## config.mk

```make
export PLATFORM = sky130hd
export DESIGN_NAME = line_clear_scanner
export DESIGN_NICKNAME = d
export VERILOG_FILES = /design/src/rtl/tetris_pkg.sv /design/src/rtl/line_clear_scanner_row_counter.sv /design/src/rtl/line_clear_scanner.sv
export SDC_FILE = /design/constraint.sdc
export NUM_CORES = 1
export LEC_CHECK = 0
export ABC_AREA = 1
export BUFFER_PORTS_ARGS = -buffer_cell sky130_fd_sc_hd__buf_4
export CAP_MARGIN = 10
export CORE_UTILIZATION = 45
export DETAILED_ROUTE_END_ITERATION = 10
export PLACE_DENSITY = 0.74
export SLEW_MARGIN = 5
export SYNTH_ARGS = -nofsm -noshare
export SYNTH_HDL_FRONTEND = slang
export SYNTH_SLANG_ARGS = --single-unit
```

## constraint.sdc

```tcl
create_clock -name clock -period 2 [get_ports clock]
set_input_delay 0.3 -clock clock [delete_from_list [all_inputs] [get_ports clock]]
set_output_delay 0.3 -clock clock [all_outputs]
set_load 0.05 [all_outputs]
```

## src/rtl/tetris_pkg.sv

```systemverilog
// tetris_pkg: shared types and constants for the Tetris board engines.
//   ROW_IDX_W     : width of every board row index (mux32/demux32 selects)
//   lcs_state_t   : line_clear_scanner FSM states
//   LCS_W/LCS_ROWS: default board geometry
//   LCS_FULL_ROW  : all-ones mask of a completely filled default-width row
package tetris_pkg;

    localparam int ROW_IDX_W = 5;
    localparam int LCS_W     = 10;
    localparam int LCS_ROWS  = 20;

    localparam logic [LCS_W-1:0] LCS_FULL_ROW = {LCS_W{1'b1}};

    typedef enum logic [1:0] {
        IDLE  = 2'd0,
        SCAN  = 2'd1,
        SHIFT = 2'd2,
        DONE  = 2'd3
    } lcs_state_t;

endpackage

```

## src/rtl/line_clear_scanner_row_counter.sv

```systemverilog
// row_counter: loadable down-counter with zero flag.
//   clock, reset : rising-edge clock, async active-high reset (count -> 0)
//   load/load_val: synchronous load, has priority over dec
//   dec          : decrement by one
//   count, zero  : current value and (count == 0)
module row_counter
    import tetris_pkg::*;
#(
    parameter int WIDTH = ROW_IDX_W
) (
    input  logic             clock,
    input  logic             reset,
    input  logic             load,
    input  logic [WIDTH-1:0] load_val,
    input  logic             dec,
    output logic [WIDTH-1:0] count,
    output logic             zero
);

    always_ff @(posedge clock or posedge reset) begin
        if (reset)
            count <= '0;
        else if (load)
            count <= load_val;
        else if (dec)
            count <= count - WIDTH'(1);
    end

    assign zero = (count == '0);

endmodule

```

## src/rtl/line_clear_scanner.sv

```systemverilog
// line_clear_scanner: scans the board bottom-to-top on start, removes every
// full row by copying each row above it down one, and inserts a zero row at
// the top. Reports how many rows were cleared.
//   clock, reset   : rising-edge clock, async active-high reset
//   start          : one-cycle pulse, honoured only when idle
//   row_sel/row_data : read port to the board mux (row_data is combinational)
//   wr_en/wr_sel/wr_data : board write port
//   busy, done     : scan in progress / one-cycle end pulse
//   lines_cleared  : rows cleared by the last scan, held until next start
module line_clear_scanner
    import tetris_pkg::*;
#(
    parameter int W    = LCS_W,
    parameter int ROWS = LCS_ROWS
) (
    input  logic                 clock,
    input  logic                 reset,
    input  logic                 start,
    output logic [ROW_IDX_W-1:0] row_sel,
    input  logic [W-1:0]         row_data,
    output logic                 wr_en,
    output logic [ROW_IDX_W-1:0] wr_sel,
    output logic [W-1:0]         wr_data,
    output logic                 busy,
    output logic                 done,
    output logic [5:0]           lines_cleared
);

    localparam logic [W-1:0] FULL_ROW = {W{1'b1}};
    localparam logic [ROW_IDX_W-1:0] BOTTOM = ROW_IDX_W'(ROWS - 1);

    lcs_state_t state, state_nx;

    logic [ROW_IDX_W-1:0] cur, src;
    logic                 cur_zero, src_zero;
    logic                 cur_load, cur_dec, src_load, src_dec;
    logic                 row_full;

    assign row_full = (row_data == FULL_ROW);

    row_counter #(.WIDTH(ROW_IDX_W)) u_cur (
        .clock    (clock),
        .reset    (reset),
        .load     (cur_load),
        .load_val (BOTTOM),
        .dec      (cur_dec),
        .count    (cur),
        .zero     (cur_zero)
    );

    // src is loaded from cur when a full row is found; it then walks up
    // the board one row per SHIFT cycle.
    row_counter #(.WIDTH(ROW_IDX_W)) u_src (
        .clock    (clock),
        .reset    (reset),
        .load     (src_load),
        .load_val (cur),
        .dec      (src_dec),
        .count    (src),
        .zero     (src_zero)
    );

    always_comb begin
        state_nx = state;
        cur_load = 1'b0;
        cur_dec  = 1'b0;
        src_load = 1'b0;
        src_dec  = 1'b0;
        unique case (state)
            IDLE: if (start) begin
                cur_load = 1'b1;
                state_nx = SCAN;
            end
            SCAN: if (row_full) begin
                src_load = 1'b1;
                state_nx = SHIFT;
            end else if (cur_zero) begin
                state_nx = DONE;
            end else begin
                cur_dec = 1'b1;
            end
            // cur is left alone: the scanned index now holds the row that
            // was above it and must be checked again.
            SHIFT: if (src_zero) state_nx = SCAN;
                   else          src_dec  = 1'b1;
            DONE:  state_nx = IDLE;
            default: state_nx = IDLE;
        endcase
    end

    always_ff @(posedge clock or posedge reset) begin
        if (reset) begin
            state         <= IDLE;
            lines_cleared <= '0;
        end else begin
            state <= state_nx;
            if (state == IDLE && start)
                lines_cleared <= '0;
            else if (state == SCAN && row_full)
                lines_cleared <= lines_cleared + 6'd1;
        end
    end

    // Outputs decode from registered state only; row_data -> wr_data is the
    // single combinational input-to-output path.
    always_comb begin
        row_sel = '0;
        wr_en   = 1'b0;
        wr_sel  = '0;
        wr_data = '0;
        if (state == SCAN) begin
            row_sel = cur;
        end else if (state == SHIFT) begin
            wr_en  = 1'b1;
            wr_sel = src;
            if (!src_zero) begin
                row_sel = src - ROW_IDX_W'(1);
                wr_data = row_data;
            end
        end
    end

    assign busy = (state != IDLE);
    assign done = (state == DONE);

endmodule
```

==> results of run 1 <==
## cells by family after synthesis
family	count (synthesis)	share of synthesized area, %
AND/OR/NAND/NOR	115	41.2
XOR/XNOR	5	3.30
flip-flops	18	34.0
buffers and inverters	38	12.5
adder cells (fa/ha/maj)	4	3.77
AO/OA/AOI/OAI	12	5.19
## power by group
part	internal (mW)	switching, mW
combinational	0.843	1.55
clock	0.111	0.111
sequential	0.508	0.158
total	1.46	1.82
## registers in the layout (all words and copies together) (netlist names)
signal	cells
u_cur.count	5
lines_cleared	6
state	2
u_src.count	5
## final timing paths
kind / endpoint / from / slack (ns) / cells past startpoint
hold reg to reg: state[0] / state[0] / 0.50 / 1
max in group asynchronous: u_cur.count[0] / reset / 1.49 / 2
min in group clock: state[0] / start / 0.30 / 3
hold / removal: lines_cleared[5] / reset / 0.09 / 2
setup / recovery: wr_data[6] / u_src.count[0] / 0.04 / 9
setup reg to reg: lines_cleared[4] / state[1] / 0.42 / 6
## stage by stage
stage / setup TNS [ns] / utilization [%] / instances / instance area, um2 / hold slack (ns)
final: 0 / 69.9 / 277 / 1940 / 0.0922
after global routing: -0.482 / 69.9 / 277 / 1940 / 0.128
after CTS: 0 / 63.7 / 269 / 1770 / 0.113
after detailed placement: 0 / 60.7 / 262 / 1690 / 0.439
after global placement: 0 / 60.7 / 262 / 1690 / 0.439
after floorplan: -0.408 / - / 192 / 1350 / 0.239
## critical path: stages, from the launching register on
cell and delay (ns):
dfrtp_1 0.41, inv_2 0.11, ha_4 0.14, inv_2 0.04
nor2_4 0.13, nand2_2 0.08, nand2_4 0.12, buf_12 0.15
nor2_2 0.04, buf_6 0.14
## layout make-up
| class | instances | area share (%) |
|---|---|---|
| tap | 31 | 1.99 |
| timing repair buffer | 53 | 24.3 |
| multi-input combinational | 136 | 41.5 |
| inverter | 35 | 7.14 |
| clock buffer | 4 | 1.87 |
| sequential | 18 | 23.2 |
## repair_timing
item | in CTS | in global routing
hold buffers | 0 | 0
setup endpoints to repair | 15 | 15
gates cloned | 0 | 1
setup buffers | 3 | 7
pin swaps | 4 | 5
resized for setup | 11 | 23
## cell usage in the layout (no fill, tap or decap)
cell,count
or2_4,1
xor2_1,3
buf_6,12
dfrtp_1,18
xnor2_1,2
buf_4,39
o22ai_1,1
nand4_1,5
ha_1,2
ha_2,1
o21ai_2,3
nand4_2,1
inv_1,27
nand2_1,45
nor2_4,9
clkbuf_16,1
nand3_1,26
nand3_2,3
nand2_2,2
o21ai_0,3
nor2_1,14
a21oi_1,2
buf_12,1
a21oi_4,1
clkbuf_4,3
nand2_4,2
inv_4,1
clkinv_4,1
clkbuf_8,1
inv_2,6
ha_4,1
o21ai_1,2
nor2_2,7
## metal layers
layer  track usage (%)  vias to the layer above  routed length [um]
met2              34.7                       43                1740
met1              28.0                      659                1460
met4              8.71                        0                  50
li1                  -                      711                   -
met5                 0                        -                   0
met3              2.30                        7                 129
## cell usage after synthesis
master    instances  share of area (%)
nand3_1          27                 10
inv_4             1               0.47
a21oi_1           2               0.75
inv_2             3               0.85
nand2_2           1               0.47
nor2_2            2               0.94
a21oi_2           1               0.66
buf_6             2                1.7
clkinv_4          1               0.66
xor2_1            3                2.0
nand2_1          46                 13
inv_1            30                8.5
o22ai_1           1               0.47
nand4_2           1               0.94
buf_2             1               0.38
o21ai_1           2               0.75
xnor2_1           2                1.3
o21ai_2           1               0.66
nand3_2           2                1.5
or2_1             1               0.47
nor2_1           25                7.1
nand4_1           5                2.4
nand2_4           2                1.7
o21ai_0           5                1.9
nor2_4            3                2.5
dfrtp_1          18                 34
ha_1              4                3.8
==> results.sh, run 1 <==
export IMPL_syn_to_final_growth_pct=46.6
export IMPL_syn_area_per_cell_um2=6.91
export IMPL_critPathArrivalTime_ns=1.66
export IMPL_antenna_found_initial=0
export IMPL_rsz0062_at_grt="true"
export IMPL_cts_root_buf="clkbuf_4"
export IMPL_rows=19
export IMPL_nets=264
export IMPL_post_drt_via_cell_ratio=5.13
export IMPL_fp_dieW_um=56.3
export IMPL_synth_cell_types=27
export IMPL_gp_congestion=0.796
export IMPL_synth_net_count=209
export IMPL_p_leak_nw=1.07
export IMPL_fin_crit_ns=1.96
export IMPL_numCtsBuffers=3
export IMPL_synth_seq_cells=18
export IMPL_ant_nets=0
export IMPL_drive_above_1_share_pct=39.0
export IMPL_clk_path_buf_depth=2
export IMPL_start_util_pct=47.7
export IMPL_n_antenna_cell=0
export IMPL_relSlewSlack_pct=55.9
export IMPL_dr_pass1_iters=4
export IMPL_insertion_delay_ns=0.29
export IMPL_dp_final_hpwl_um=2340
export IMPL_io_pins=42
export IMPL_total_power_mw=3.28
export IMPL_die_area_um2=3170
export IMPL_drc=0
export IMPL_dp_slack_ns=0.209
export IMPL_portBuffers=41
export IMPL_drt_initial_drc_count=48
export IMPL_finClkSkew_ns=0.000730
export IMPL_syn_instance_count=192
export IMPL_grtUsageTotal_pct=21.0
export IMPL_grt_start_max_net_pins=19
export IMPL_wl_per_cell_um=12.2
export IMPL_tightest_slew_ns=0.661
export IMPL_max_cap_violations=0
export IMPL_hold_class="in2async"
export IMPL_setup_violations=0
export IMPL_overflow=0
export IMPL_cts_tree="yes"
export IMPL_die_y_um=56.3
export IMPL_cp_max_fo=7
export IMPL_p_per_area_nw_per_um2=1690
export IMPL_routed_wl_um=3380
export IMPL_regArea_um2=450
export IMPL_hold_viol_final=0
export IMPL_syn_area_um2=1330
export IMPL_status="complete, no violations"
export IMPL_crit_required_ns=1.70
export IMPL_h_tree_depth=1
export IMPL_vias=1420
export IMPL_crit_type="reg2out"
export IMPL_core_um2=2780
export IMPL_start_kind="register"
export IMPL_fill_cells=256
export IMPL_max_freq_mhz=511
export IMPL_cts_sinks=18
export IMPL_setup_worst_path_end_class="primary output"
export IMPL_synthesis_yosys_warnings=0
export IMPL_finalMaxSlewViolations=0
export IMPL_yosysSeqAreaShare_pct=34.0
export IMPL_multi_input_area_um2=807
export IMPL_clk_pin_slew_ns=0.10
export IMPL_grt_pass1_vias=1277
export IMPL_grt_pass1_wl_um=5310
export IMPL_period_share_pct=97.8
export IMPL_ir_worst_vdd_uv=1170
export IMPL_setup_ws_ns=0.0437
Note: power is estimated with default switching activity, not from simulation.
==> run 2, diff against run 1 <==
--- a/config.mk
+++ b/config.mk
@@ -12,3 +12,3 @@
 export DETAILED_ROUTE_END_ITERATION = 10
-export PLACE_DENSITY = 0.74
+export PLACE_DENSITY = 0.73
 export SLEW_MARGIN = 5
@@ -16,2 +16,3 @@
 export SYNTH_HDL_FRONTEND = slang
+export SYNTH_HIERARCHICAL = 1
 export SYNTH_SLANG_ARGS = --single-unit
==> constraint.sdc (replaced) <==
create_clock -name clock -period 2 [get_ports clock]
set_input_delay 0 -clock clock [delete_from_list [all_inputs] [get_ports clock]]
set_output_delay 0 -clock clock [all_outputs]
set_load 0.05 [all_outputs]
==> run 2 against run 1 <==
Compared with the run above: via count is 3.0% higher; area after synthesis grew 9.4%; utilization decreased by 8.1 points; clock power hardly changed; final cell count increased by 12%; sequential share of layout area rose by 0.72 points; clock skew barely moved; hold slack got worse by 0.048 ns; final area down 3.0%; maximum frequency rose by 7.9%; largest power group unchanged.
==> results.sh, run 2 <==
export IMPL_status="complete, no violations"
export IMPL_setup_ws_ns=0.187
export IMPL_hold_viol_final=0
export IMPL_layout_common_cells="62 x nand2_1, 43 x buf_4, 38 x inv_1"
export IMPL_overflow=0
export IMPL_clk_path_buf_depth=2
export IMPL_dr_pass1_iters=4
export IMPL_cts_tree="yes"
export IMPL_max_cap_violations=0
export IMPL_synthArstFlopShare_pct=100
export IMPL_grt_pass1_vias=1144
export IMPL_cp_cell_sequence="inv_1 -> ha_1 -> nand3_2 -> inv_2 -> nor2_8 -> inv_6 -> a21oi_2 -> o21ai_1 -> nand2_1 -> buf_6"
export IMPL_grtUsageTotal_pct=19.4
export IMPL_critPathArrivalTime_ns=1.81
export IMPL_clk_pin_slew_ns=0.10
export IMPL_syn_to_final_growth_pct=29.9
export IMPL_synth_cell_types=26
export IMPL_max_freq_mhz=552
export IMPL_cts_sinks=18
export IMPL_setup_violations=0
export IMPL_grt_start_max_net_pins=17
export IMPL_fp_dieW_um=58.8
export IMPL_core_um2=3050
export IMPL_insertion_delay_ns=0.29
export IMPL_portBuffers=41
export IMPL_io_pins=42
export IMPL_finClkSkew_ns=0.00118
export IMPL_wl_per_cell_um=10.3
export IMPL_crit_required_ns=2.00
export IMPL_fin_crit_ns=1.81
export IMPL_yosys_area_top_type_share_pct=31.0
export IMPL_gp_congestion=0.779
export IMPL_period_share_pct=90.7
export IMPL_synth_edf_count=0
export IMPL_largest_register="lines_cleared"
export IMPL_drc=0
export IMPL_setup_worst_path_end_class="primary output"
export IMPL_finalMaxSlewViolations=0
export IMPL_start_util_pct=47.5
export IMPL_ant_nets=0
export IMPL_yosys_area_top_type="dfrtp_1"
export IMPL_p_per_area_nw_per_um2=1050
export IMPL_antenna_found_initial=0
export IMPL_dp_slack_ns=0.353
export IMPL_grt_pass1_wl_um=5070
export IMPL_reg_top3="lines_cleared (6), u_cur/count (5), u_src/count (5)"
export IMPL_vias=1462
export IMPL_cts_root_buf="clkbuf_4"
export IMPL_drive_above_1_share_pct=29.1
export IMPL_start_kind="register"
export IMPL_syn_instance_count=214
export IMPL_post_synth_top_count_cell="nand2_1"
export IMPL_nets=283
export IMPL_post_drt_via_cell_ratio=4.73
export IMPL_syn_area_um2=1450
export IMPL_hold_class="in2reg"
export IMPL_die_area_um2=3460
export IMPL_rows=20
export IMPL_crit_type="reg2out"
export IMPL_numCtsBuffers=3
export IMPL_synthesis_yosys_warnings=6
export IMPL_yosysSeqAreaShare_pct=31.0
export IMPL_largest_reg_flops=6
export IMPL_p_leak_nw=1.09
export IMPL_ir_worst_vdd_uv=606
export IMPL_max_stage_delay_ns=0.38
export IMPL_dp_final_hpwl_um=2500
export IMPL_cp_max_fo=16
export IMPL_drt_initial_drc_count=47
export IMPL_die_y_um=58.8
export IMPL_synthFlopType="dfrtp_1"
export IMPL_n_antenna_cell=0
export IMPL_mostFrequentLayoutCell="nand2_1"
export IMPL_synth_area_leaders="dfrtp_1 31%, nand2_1 16%, inv_1 10%, nand3_1 6.2%, nor2_2 5.2%"
export IMPL_synth_seq_cells=18
export IMPL_final_util_pct=61.8
export IMPL_routed_wl_um=3180
export IMPL_rsz0062_at_grt="false"
export IMPL_slowest_stage="dfrtp_1"
export IMPL_synthTopCellsByCount="62 x nand2_1, 39 x inv_1, 19 x nor2_1, 18 x dfrtp_1, 18 x nand3_1"
export IMPL_syn_area_per_cell_um2=6.78
export IMPL_h_tree_depth=1
## run 2: changes by cell type after synthesis, sizes merged, moves of 2 or more
cell,previous run,this run
a22oi,0,6
buf,3,1
conb,0,2
inv,34,44
nand2,49,64
nand3,29,19
nand4,6,1
nor2,30,34
o211ai,0,4
xor2,3,1
## run 2: metal layers
metal | vias up | share of wire, % | wire [um] | track usage [%]
met5 | - | 0 | 0 | 0
met4 | 0 | 0.63 | 20 | 5.10
met3 | 2 | 5.9 | 186 | 5.05
met2 | 42 | 48 | 1540 | 32.5
met1 | 662 | 45 | 1430 | 24.8
li1 | 756 | - | - | -
## run 2: power breakdown
part	total [mW]	switching (mW)	internal, mW
registers	0.564	0.116	0.448
clock network	0.225	0.115	0.111
logic	1.18	0.799	0.386
## run 2: kinds of logic (layout without fill, tap and decap cells)
logic type	count (synthesis)	count (layout)	synth area share [%]
DFF	18	18	31.0
AOI/OAI and AO/OA	22	22	9.83
adders and majority gates	4	4	3.45
and+or+nand+nor	119	119	39.8
xor gates and xnor gates	4	4	2.41
other	2	5	0.517
buffers and inverters	45	93	12.9
## run 2: worst paths after layout
path,from,slack (ns),cells after the start,endpoint
setup / recovery,u_src/count[0],0.19,10,row_sel[4]
hold / removal,start,0.04,3,state[0]
setup reg to reg,u_cur/count[0],0.40,9,u_cur/count[0]
hold reg to reg,u_cur/count[0],0.57,1,u_cur/count[0]
max in group asynchronous,reset,1.55,3,lines_cleared[3]
min in group asynchronous,reset,0.17,3,u_cur/count[1]
## run 2: through the flow
stage | power (mW) | setup TNS (ns) | hold slack, ns | std cells | area (um2)
6_report | 1.97 | 0 | 0.0443 | 309 | 1890
5_1_grt | 2.12 | 0 | 0.0501 | 309 | 1890
4_1_cts | 1.96 | 0 | 0.0399 | 306 | 1850
3_5_place_dp | 1.73 | 0 | -0.0608 | 301 | 1810
3_3_place_gp | 1.72 | 0 | -0.0629 | 301 | 1810
2_1_floorplan | 1.44 | -0.481 | -0.221 | 217 | 1460
## run 2: timing repair
action	in CTS	in global routing
endpoints found under the setup margin	0	6
setup buffers	0	3
resized for setup	0	4
endpoints found under the hold margin	18	0
hold buffers	1	0
## run 2: critical path, delay by kind of cell, from the launching register on
kind	cells	cell delay (ns)
buf+inv	4	0.39
flops	1	0.38
simple gates	3	0.31
fa+ha+maj	1	0.25
compound gates	2	0.18
## run 2: cell type report
cell class	count	area, um2
fillers	297	1170
well taps	44	55.1
clock buffers	4	36.3
inverters	44	170
repair buffers	45	344
multi-input cells	154	830
flip-flops and latches	18	450
